<file path="src/rtl/soc_port_pwm.sv">
// soc_port_pwm: byte-bus output port, per-channel direct level, PWM dimming or blink.
// Latency: read data and port_o one cycle after the strobe/edge; no backpressure, every strobe is accepted.
module soc_port_pwm #(
    parameter int          CHANNELS    = 8,
    parameter int          PWM_BITS    = 8,
    parameter int          BLINK_BITS  = 24,
    parameter logic [7:0]  INVERT_MASK = 8'h00
) (
    input  logic                clk_48mhz,
    input  logic                reset,
    input  logic [3:0]          addr_i,
    input  logic                wr_en_i,
    input  logic                rd_en_i,
    input  logic [7:0]          data_i,
    output logic [7:0]          data_o,
    output logic                rd_valid_o,
    output logic [CHANNELS-1:0] port_o
);

    localparam logic [3:0]          ADDR_OUT      = 4'h0;
    localparam logic [3:0]          ADDR_BLINK_EN = 4'h1;
    localparam logic [3:0]          ADDR_PWM_EN   = 4'h2;
    localparam logic [3:0]          ADDR_PRESCALE = 4'h3;
    localparam logic [3:0]          ADDR_BLINK_SEL = 4'h4;
    localparam logic [4:0]          SEL_MAX       = 5'(BLINK_BITS - 1);
    localparam logic [CHANNELS-1:0] INV           = INVERT_MASK[CHANNELS-1:0];

    logic [CHANNELS-1:0]   out_reg;
    logic [CHANNELS-1:0]   blink_en;
    logic [CHANNELS-1:0]   pwm_en;
    logic [7:0]            prescale;
    logic [4:0]            blink_sel;
    logic [PWM_BITS-1:0]   duty     [CHANNELS];
    logic [PWM_BITS-1:0]   duty_act [CHANNELS];

    logic [7:0]            pre_cnt;
    logic [PWM_BITS-1:0]   pwm_cnt;
    logic [BLINK_BITS-1:0] blink_cnt;
    logic [BLINK_BITS-1:0] blink_shift;

    logic                  tick;
    logic [4:0]            sel_c;
    logic                  phase;
    logic [CHANNELS-1:0]   lvl;
    logic [7:0]            rd_mux;

    always_comb begin
        tick        = (pre_cnt == prescale);
        sel_c       = (blink_sel > SEL_MAX) ? SEL_MAX : blink_sel;
        blink_shift = blink_cnt >> sel_c;
        phase       = blink_shift[0];
    end

    always_comb begin
        lvl = '0;
        for (int n = 0; n < CHANNELS; n++) begin
            lvl[n] = pwm_en[n] ? (pwm_cnt < duty_act[n]) : out_reg[n];
            if (blink_en[n]) begin
                lvl[n] = lvl[n] & phase;
            end
        end
    end

    always_comb begin
        rd_mux = '0;
        case (addr_i)
            ADDR_OUT:       rd_mux[CHANNELS-1:0] = out_reg;
            ADDR_BLINK_EN:  rd_mux[CHANNELS-1:0] = blink_en;
            ADDR_PWM_EN:    rd_mux[CHANNELS-1:0] = pwm_en;
            ADDR_PRESCALE:  rd_mux               = prescale;
            ADDR_BLINK_SEL: rd_mux[4:0]          = blink_sel;
            default: begin
                for (int n = 0; n < CHANNELS; n++) begin
                    if (addr_i == 4'(8 + n)) begin
                        rd_mux[PWM_BITS-1:0] = duty[n];
                    end
                end
            end
        endcase
    end

    always_ff @(posedge clk_48mhz or posedge reset) begin
        if (reset) begin
            out_reg   <= '0;
            blink_en  <= '0;
            pwm_en    <= '0;
            prescale  <= '0;
            blink_sel <= '0;
            for (int n = 0; n < CHANNELS; n++) begin
                duty[n] <= '0;
            end
        end else if (wr_en_i) begin
            case (addr_i)
                ADDR_OUT:       out_reg   <= data_i[CHANNELS-1:0];
                ADDR_BLINK_EN:  blink_en  <= data_i[CHANNELS-1:0];
                ADDR_PWM_EN:    pwm_en    <= data_i[CHANNELS-1:0];
                ADDR_PRESCALE:  prescale  <= data_i;
                ADDR_BLINK_SEL: blink_sel <= data_i[4:0];
                default: begin
                    for (int n = 0; n < CHANNELS; n++) begin
                        if (addr_i == 4'(8 + n)) begin
                            duty[n] <= data_i[PWM_BITS-1:0];
                        end
                    end
                end
            endcase
        end
    end

    // Active duties only change on the wrap tick so a period is never cut short.
    always_ff @(posedge clk_48mhz or posedge reset) begin
        if (reset) begin
            pre_cnt   <= '0;
            pwm_cnt   <= '0;
            blink_cnt <= '0;
            for (int n = 0; n < CHANNELS; n++) begin
                duty_act[n] <= '0;
            end
        end else begin
            blink_cnt <= blink_cnt + 1'b1;
            if ((wr_en_i && addr_i == ADDR_PRESCALE) || tick) begin
                pre_cnt <= '0;
            end else begin
                pre_cnt <= pre_cnt + 1'b1;
            end
            if (tick) begin
                pwm_cnt <= pwm_cnt + 1'b1;
                if (pwm_cnt == '1) begin
                    duty_act <= duty;
                end
            end
        end
    end

    always_ff @(posedge clk_48mhz or posedge reset) begin
        if (reset) begin
            data_o     <= '0;
            rd_valid_o <= 1'b0;
            port_o     <= INV;
        end else begin
            rd_valid_o <= rd_en_i;
            if (rd_en_i) begin
                data_o <= rd_mux;
            end
            port_o <= lvl ^ INV;
        end
    end

endmodule
</file>
<file path="config.mk">
export PLATFORM = sky130hd
export DESIGN_NAME = soc_port_pwm
export DESIGN_NICKNAME = d
export VERILOG_FILES = /design/src/rtl/soc_port_pwm.sv
export SDC_FILE = /design/constraint.sdc
export NUM_CORES = 1
export LEC_CHECK = 0
export CAP_MARGIN = 30
export CORE_MARGIN = 2
export CORE_UTILIZATION = 26
export DETAILED_ROUTE_END_ITERATION = 8
export PLACE_DENSITY = 0.46
export SLEW_MARGIN = 10
export SYNTH_ARGS = -nofsm -noshare
export SYNTH_HDL_FRONTEND = slang
export SYNTH_SLANG_ARGS = --single-unit
</file>
<file path="constraint.sdc">
create_clock -name clk_48mhz -period 13.51 [get_ports clk_48mhz]
set_input_delay 2.702 -clock clk_48mhz [delete_from_list [all_inputs] [get_ports clk_48mhz]]
set_output_delay 2.702 -clock clk_48mhz [all_outputs]
set_load 0.1 [all_outputs]
</file>
==> impl_metrics.toml, run 1 <==
[timing]
skew_ns = 0.0208
max_slew_margin = 0.303
finalSetupViolCount = 0
min_period_ns = 4.84
setup-tns-final_ns = 0
hold_viol_final = 0
worstMarginPinSlew_ns = 1.04
min_period_over_period = 0.358
grt_setup_unrepaired = "no"
fmax_mhz = 207
final-max-slew-violation-count = 0

[synth]
synth_area_leader_cell = "dfrtp_1"
synth_top_area_frac = 0.478
yosys_warnings = 0
synth_xor_area_frac = 0.0324
yosysUniqueCellTypes = 52
synthesis.area_um2 = 11600
synth_enable_flop_cells = 0
synth-adder-area-share = 0.0636
yosysSeqAreaShare = 0.478
synthMuxAreaShare = 0.231
syn_inst = 940
synth_top_family_by_area = "multiplexers"
synthTopCellsByArea = "dfrtp_1 (48%), mux2_2 (11%), mux2_4 (7.6%)"
synth-simple-area-share = 0.0731
ys.flop_type = "dfrtp_1"
ys_ff_latch = 222
ys_async_sr_fraction = 1.00
synth_compound_area_frac = 0.0749
syn_avg_cell_area_um2 = 12.4
mappedNetlistNets = 1015

[clock_network]
postCtsHoldBufs = 0
cts_buffers = 27
cts_root_buffer = "clkbuf_16"
insertion_delay_ns = 0.54
cts.repair.resized = 0
ctsLongestPathBuffers = 3
cts_tree = "done"
cts.sinks = 222
cts_setup_buffers = 0
h-tree-depth = 1
clkTransAtPathRegs_ns = 0.06

[drt]
drt_wl_total_mm = 32.5
vias = 7336
wl_per_cell_um = 20.6
ant_nets = 0
remaining_drc_errors = 0
dr.pass1.iters = 4
via_per_inst = 4.64
drt_iter0_drc = 398

[pwr]
power.total_mw = 2.12
ir_drop_mv = 0.0934
p_leak_nw = 5.91
powerDensity_nw_per_um2 = 159

[grt]
grt_start_max_net_pins = 115
grt_pass1_wl_mm = 50.5
gr-total-overflow = 0
busiest_layer = "met2"
antenna_found_initial = 0
grt_pass1_vias = 7730
use_met1 = 0.191
grtUsageMet2 = 0.249
grt_use_total = 0.143
gr-usage-met3 = 0.0178

[final_layout]
final_nets = 1047
diodes = 0
layout_commonest_cell = "dfrtp_1"
drive_above_1_share = 0.260
stdcell_count = 1582
largest_registers = "duty (64), duty_act (64), blink_cnt (24)"
area_growth_pct = 15.2
final_util = 0.303
final_cell_mix = "dfrtp_1 (222), mux2_2 (110), inv_1 (84)"
num-fill-cells = 4557

[setup_path]
arrival_ns = 2.14
crit_buf_inv = 1
cp_top_family = "buffers and inverters"
critPathKind = "reg2out"
crit_slowest_cell = "clkdlybuf4s50_1"
path_cells = "clkdlybuf4s50_1"
worst_ep_required_time_ns = 10.81
start_kind = "flop"
cp_max_fo = 2
cpPeakStageDelay_ns = 1.17
crit_path_end_kind = "output port"

[placed_design]
dpl.cell_count = 1533
hpwl_mm = 22.2
portBuffers = 32
gp_congestion = 0.807

[die]
die_w_um = 215
fp.dieArea_um2 = 46400
start_util = 0.263
core-area_um2 = 44100
num_io_pins = 33
die_h_um = 215
rows = 77

[flow_run]
cap_violations = 0

[hold_path]
hold_path_class = "reg2reg"

[outcome]
status = "completed"
## report_power, final
| part | total, mW | switching [mW] | internal (mW) |
|---|---|---|---|
| clock | 0.691 | 0.287 | 0.403 |
| combinational | 0.523 | 0.300 | 0.224 |
| sequential | 0.910 | 0.146 | 0.764 |
| total | 2.12 | 0.733 | 1.39 |
## per-layer routing
layer | routed length [um] | up-vias
met5 | 0 | -
met4 | 389 | 0
met3 | 1130 | 33
met2 | 16200 | 107
met1 | 14800 | 3749
li1 | - | 3447
## synth_stat cells (12+ instances only)
| library cell | count |
|---|---|
| mux2_2 | 110 |
| clkbuf_1 | 17 |
| a21oi_1 | 28 |
| mux2_4 | 59 |
| mux4_2 | 17 |
| ha_1 | 59 |
| nand3_1 | 19 |
| nand2_1 | 36 |
| o21ai_0 | 24 |
| mux2i_1 | 18 |
| dfrtp_1 | 222 |
| nor2_1 | 40 |
| inv_1 | 85 |
| nand4_1 | 12 |
| xnor2_1 | 30 |
| xor2_1 | 13 |
| nand2b_1 | 12 |
## cells by family (layout without fill, tap and decap cells)
kind of cell | after synthesis | count (layout)
AOI/OAI and AO/OA | 126 | 126
xor gates and xnor gates | 43 | 43
adders and majority gates | 59 | 59
buffers and inverters | 122 | 172
DFF | 222 | 222
muxes | 204 | 204
and+or+nand+nor | 164 | 164
## area by class of cell
| type | instances | area (um2) | share of cell area |
|---|---|---|---|
| sequential | 222 | 5560 | 0.415 |
| timing repair buffer | 40 | 390 | 0.0292 |
| clock buffer | 39 | 791 | 0.0591 |
| inverter | 85 | 327 | 0.0244 |
| tap | 592 | 741 | 0.0554 |
| multi-input combinational | 596 | 5520 | 0.413 |
| clock inverter | 8 | 48.8 | 0.00365 |
## path summary, 6_finish.rpt
check | slack, ns | cells after the start | start | to
max in group asynchronous | 8.71 | 4 | reset | duty[13]$_DFFE_PP0P_
min | 0.47 | 1 | blink_cnt[0]$_DFF_PP0_ | blink_cnt[0]$_DFF_PP0_
max reg2reg | 10.25 | 5 | pwm_cnt[2]$_DFFE_PP0P_ | duty_act[55]$_DFFE_PP0P_
min reg2reg | 0.47 | 1 | blink_cnt[0]$_DFF_PP0_ | blink_cnt[0]$_DFF_PP0_
max | 8.67 | 1 | data_o[7]$_DFFE_PP0P_ | data_o[7]
min in group asynchronous | 2.77 | 2 | reset | port_o[7]$_DFF_PP0_
## through the flow
stage                     hold WS (ns)  area [um2]  worst slack [ns]
after CTS                        0.481       13300              8.57
after global routing             0.515       13400              8.31
after detailed placement         0.474       12500              7.99
after floorplan                  0.439       11600              4.73
final                            0.471       13400              8.67
after global placement           0.475       12500              7.99
Power figures use the tool's default switching activity.
==> run 2: changes to the inputs <==
clock period = 4.6 ns   (was 13.51 ns; I/O delays follow)
==> run 2 against run 1 <==
  * Combinational power rose to 3.0 times the previous value
  * First-iteration DRC count up 14%
  * Sequential power grew to 2.9 times the previous value
  * Largest cell class unchanged
  * Largest power group unchanged
==> impl_metrics.toml, run 2 (same netlist as run 1, synthesis figures left out) <==
[outcome]
status = "completed"

[timing]
final-max-slew-violation-count = 0
setup-tns-final_ns = 0
fmax_mhz = 325
hold_viol_final = 0
finalSetupViolCount = 0
max_slew_margin = 0.333
min_period_over_period = 0.668
grt_setup_unrepaired = "no"
skew_ns = 0.0158
min_period_ns = 3.07
worstMarginPinSlew_ns = 0.998

[final_layout]
final_util = 0.307
largest_registers = "duty (64), duty_act (64), blink_cnt (24)"
final_nets = 1051
diodes = 0
drive_above_1_share = 0.262
area_growth_pct = 16.7
layout_commonest_cell = "dfrtp_1"
num-fill-cells = 4516
final_cell_mix = "dfrtp_1 (222), mux2_2 (110), inv_1 (84)"
stdcell_count = 1587

[placed_design]
hpwl_mm = 22.8
gp_congestion = 0.831
dpl.cell_count = 1539
portBuffers = 32

[grt]
grtUsageMet2 = 0.235
antenna_found_initial = 3
use_met1 = 0.194
grt_use_total = 0.141
busiest_layer = "met2"
grt_pass1_vias = 7742
grt_pass1_wl_mm = 50.2
grt_start_max_net_pins = 77
gr-usage-met3 = 0.0226
gr-total-overflow = 0

[clock_network]
cts_buffers = 26
cts.repair.resized = 0
clkTransAtPathRegs_ns = 0.06
cts.sinks = 222
ctsLongestPathBuffers = 3
postCtsHoldBufs = 0
h-tree-depth = 1
cts_root_buffer = "clkbuf_16"
cts_setup_buffers = 0
insertion_delay_ns = 0.54
cts_tree = "done"

[pwr]
power.total_mw = 6.49
seq_power_share = 0.411
power.switching_mw = 2.15
powerDensity_nw_per_um2 = 479
power.share.clock = 0.349
ir_drop_mv = 0.243
power.internal_mw = 4.34
p_sw_frac = 0.331
power_frac_comb = 0.240
p_leak_nw = 5.99

[setup_path]
cp_max_fo = 2
critPathKind = "reg2out"
crit_path_end_kind = "output port"
crit_buf_inv = 1
start_kind = "flop"
worst_ep_required_time_ns = 3.68
regToRegEndpoint = "duty_act[63]$_DFFE_PP0P_"
cpPeakStageDelay_ns = 1.17
cp_top_family = "buffers and inverters"
r2r_setup_slack_ns = 2.17
r2r_start = "pwm_cnt[3]$_DFFE_PP0P_"
crit_slowest_cell = "clkdlybuf4s50_1"
path_cells = "clkdlybuf4s50_1"
startpoint = "data_o[7]$_DFFE_PP0P_"
reg2reg_depth = 5
arrival_ns = 2.15

[drt]
drt_wl_total_mm = 32.1
ant_nets = 0
drt_iter0_drc = 455
via_per_inst = 4.63
dr.pass1.iters = 4
vias = 7346
remaining_drc_errors = 0
wl_per_cell_um = 20.2

[die]
die_w_um = 215
die_h_um = 215
core-area_um2 = 44100
num_io_pins = 33
fp.dieArea_um2 = 46400
start_util = 0.263
rows = 77

[hold_path]
hold_path_class = "reg2reg"
holdCritStartpoint = "blink_cnt[0]$_DFF_PP0_"
holdPathStages = 1
whs_endpoint = "blink_cnt[0]$_DFF_PP0_"

[flow_run]
cap_violations = 0
## run 2: cell count changes in the layout (fill, tap and decap cells not counted), sizes merged
cell,previous run,this run
inv,86,84
buf,10,15
clkinv,5,3
bufinv,0,5
clkbuf,39,38
## run 2: final cells by class
class                      instances  area [um2]  area share
clock inverter                     9         176      0.0130
timing repair buffer              45         473      0.0349
clock buffer                      38         767      0.0566
inverter                          85         323      0.0238
multi-input combinational        596        5520       0.407
tap                              592         741      0.0546
sequential                       222        5560       0.410
## run 2: worst max-delay path by stage
stage                                         to  slack [ns]  cells past startpoint
after global placement      pre_cnt[7]$_DFF_PP0_        1.16                      5
after CTS                              data_o[7]        1.49                      1
after floorplan           blink_cnt[0]$_DFF_PP0_        0.78                      1
after global routing        pre_cnt[3]$_DFF_PP0_        1.40                      5
final                                  data_o[7]        1.53                      1
after detailed placement    pre_cnt[3]$_DFF_PP0_        1.14                      5
## run 2: per-layer routing
layer / vias to the layer above / part of all wire
li1: 3436 / -
met1: 3781 / 0.47
met2: 102 / 0.48
met3: 27 / 0.038
met4: 0 / 0.012
met5: - / 0
## run 2: metrics by stage
stage | worst slack [ns] | hold slack (ns) | cell area [um2]
after global placement | 1.16 | 0.475 | 12600
after floorplan | 0.784 | 0.439 | 11600
after detailed placement | 1.14 | 0.480 | 12600
final | 1.53 | 0.492 | 13600
after global routing | 1.40 | 0.515 | 13600
after CTS | 1.49 | 0.493 | 13500
## run 2: power groups by stage
stage | Combinational, mW | Sequential, mW | Clock (mW)
final | 1.55 | 2.67 | 2.27
after global routing | 1.71 | 2.71 | 2.42
after CTS | 1.59 | 2.68 | 2.32
after detailed placement | 1.58 | 2.71 | 0
after global placement | 1.56 | 2.70 | 0
after floorplan | 0.911 | 2.76 | 0
==> run 3: changes to the inputs <==
PLACE_DENSITY = 0.48   (was 0.46)
clock period = 2.5 ns   (was 4.6 ns; I/O delays follow)
==> run 3 against run 2 <==
  * Die area did not move
  * Routed wire length is 0.37% higher
  * Highest routed layer unchanged
  * Critical endpoint is now port_o[1]$_DFF_PP0_
  * Register-to-register slack got worse by 1.8 ns
  * Critical path depth rose by 4
  * Sequential power increased by 79%
  * Worst hold slack lost 0.27 ns
  * Sequential share of layout area decreased by 1.2 points
  * Non-clock buffer count is 47 higher
  * Global-route usage hardly changed
  * First-iteration DRC count down 18%
==> impl_metrics.toml, run 3 (same netlist as run 1, synthesis figures left out) <==
[die]
rows = 77
fp.dieArea_um2 = 46400
start_util = 0.263
die_w_um = 215
die_h_um = 215
num_io_pins = 33
core-area_um2 = 44100

[placed_design]
gp_congestion = 0.810
dpl.cell_count = 1586
postPlaceCellArea_um2 = 13000
place_ws_ns = 0.0938
portBuffers = 32
hpwl_mm = 23.5

[clock_network]
postCtsHoldBufs = 0
cts_root_buffer = "clkbuf_16"
cts.repair.resized = 0
cts_tree = "done"
insertion_delay_ns = 0.55
cts_setup_buffers = 0
cts_buffers = 27
ctsLongestPathBuffers = 3
cts.sinks = 222
clkTransAtPathRegs_ns = 0.06
h-tree-depth = 1

[final_layout]
stdcell_count = 1636
area_growth_pct = 20.3
largest_registers = "duty (64), duty_act (64), blink_cnt (24)"
drive_above_1_share = 0.314
final_nets = 1099
final_cell_mix = "dfrtp_1 (222), mux2_2 (110), inv_1 (84)"
diodes = 0
fin_area_um2 = 14000
layout_commonest_cell = "dfrtp_1"

[drt]
vias = 7535
ant_nets = 0
drt_wl_total_mm = 32.2
drt_iter0_drc = 374
via_per_inst = 4.61
remaining_drc_errors = 0
dr.pass1.iters = 4
wl_per_cell_um = 19.7

[pwr]
powerDensity_nw_per_um2 = 859
ir_drop_mv = 0.580
p_leak_nw = 6.29

[timing]
worstMarginPinSlew_ns = 0.691
fmax_mhz = 466
grt_setup_unrepaired = "no"
skew_ns = 0.0163
setup_ws_ns = 0.356
final-max-slew-violation-count = 0
finalSetupViolCount = 0
hold_viol_final = 0
min_period_over_period = 0.858
max_slew_margin = 0.538
min_period_ns = 2.14

[flow_run]
cap_violations = 0

[setup_path]
crit_end = "port_o[1]$_DFF_PP0_"
critPathKind = "reg2reg"
start_kind = "flop"
reg2reg_depth = 5
r2r_start = "blink_sel[0]$_DFFE_PP0P_"
r2r_setup_slack_ns = 0.36
regToRegEndpoint = "port_o[1]$_DFF_PP0_"
worst_ep_required_time_ns = 2.92
crit_path_end_kind = "flop"
cp_max_fo = 10
startpoint = "blink_sel[0]$_DFFE_PP0P_"
arrival_ns = 2.56

[outcome]
status = "completed"

[grt]
grt_use_total = 0.141
antenna_found_initial = 2
grt_start_max_net_pins = 70
grt_pass1_wl_mm = 49.8
grt_pass1_vias = 7904
gr-total-overflow = 0

[hold_path]
hold_path_class = "in2async"
run 3: cell types whose count changed in the layout (fill, tap and decap cells not counted):
cell	delta
buf_4	+55
clkdlybuf4s50_1	-17
buf_12	+11
clkinv_2	+3
inv_6	+2
buf_16	-1
buf_8	-1
bufinv_16	-1
clkbuf_1	-1
clkbuf_8	+1
clkinv_4	-1
clkinvlp_4	-1
run 3: how the worst min path moves through the flow:
stage | end | slack (ns) | depth (start not counted)
finish | pwm_cnt[5]$_DFFE_PP0P_ | 0.22 | 2
global route | pwm_cnt[5]$_DFFE_PP0P_ | 0.23 | 2
CTS | pwm_cnt[5]$_DFFE_PP0P_ | 0.21 | 2
detailed placement | blink_cnt[17]$_DFF_PP0_ | 0.48 | 1
global placement | blink_cnt[0]$_DFF_PP0_ | 0.47 | 1
floorplan | blink_cnt[0]$_DFF_PP0_ | 0.44 | 1
run 3: worst max-delay path, cell delays in order (launching register included):
cell and delay, ns:
dfrtp_1 0.63, buf_4 0.22, mux4_2 0.28, o211a_1 0.37, nand2b_1 0.22, o221a_2 0.30
run 3: routing by layer:
layer,global-route usage,vias to the layer above,routed length (um)
met5,0,-,0
met4,0.0451,0,917
met3,0.0180,57,1170
met2,0.236,156,15500
met1,0.189,3777,14700
li1,-,3545,-
run 3: cell type report:
class	instances	area (um2)
Sequential cell	222	5560
Multi-Input combinational cell	596	5520
Clock inverter	11	163
Tap cell	592	741
Inverter	85	323
Clock buffer	38	777
Timing Repair Buffer	92	893
Fill cell	4569	30200
run 3: power breakdown:
group	total [mW]	switching, mW	internal, mW
sequential	4.77	0.636	4.13
combinational	3.09	1.79	1.30
clock	4.14	1.57	2.57
run 3: per-stage QoR:
stage               total power, mW  utilization  hold slack, ns  setup TNS, ns
floorplan                      6.76            -           0.439        -198.92
global placement               7.92        0.295           0.471              0
detailed placement             7.97        0.295           0.476              0
CTS                            12.2        0.316           0.212              0
global route                   12.6        0.317           0.231              0
finish                         12.0        0.317           0.224              0
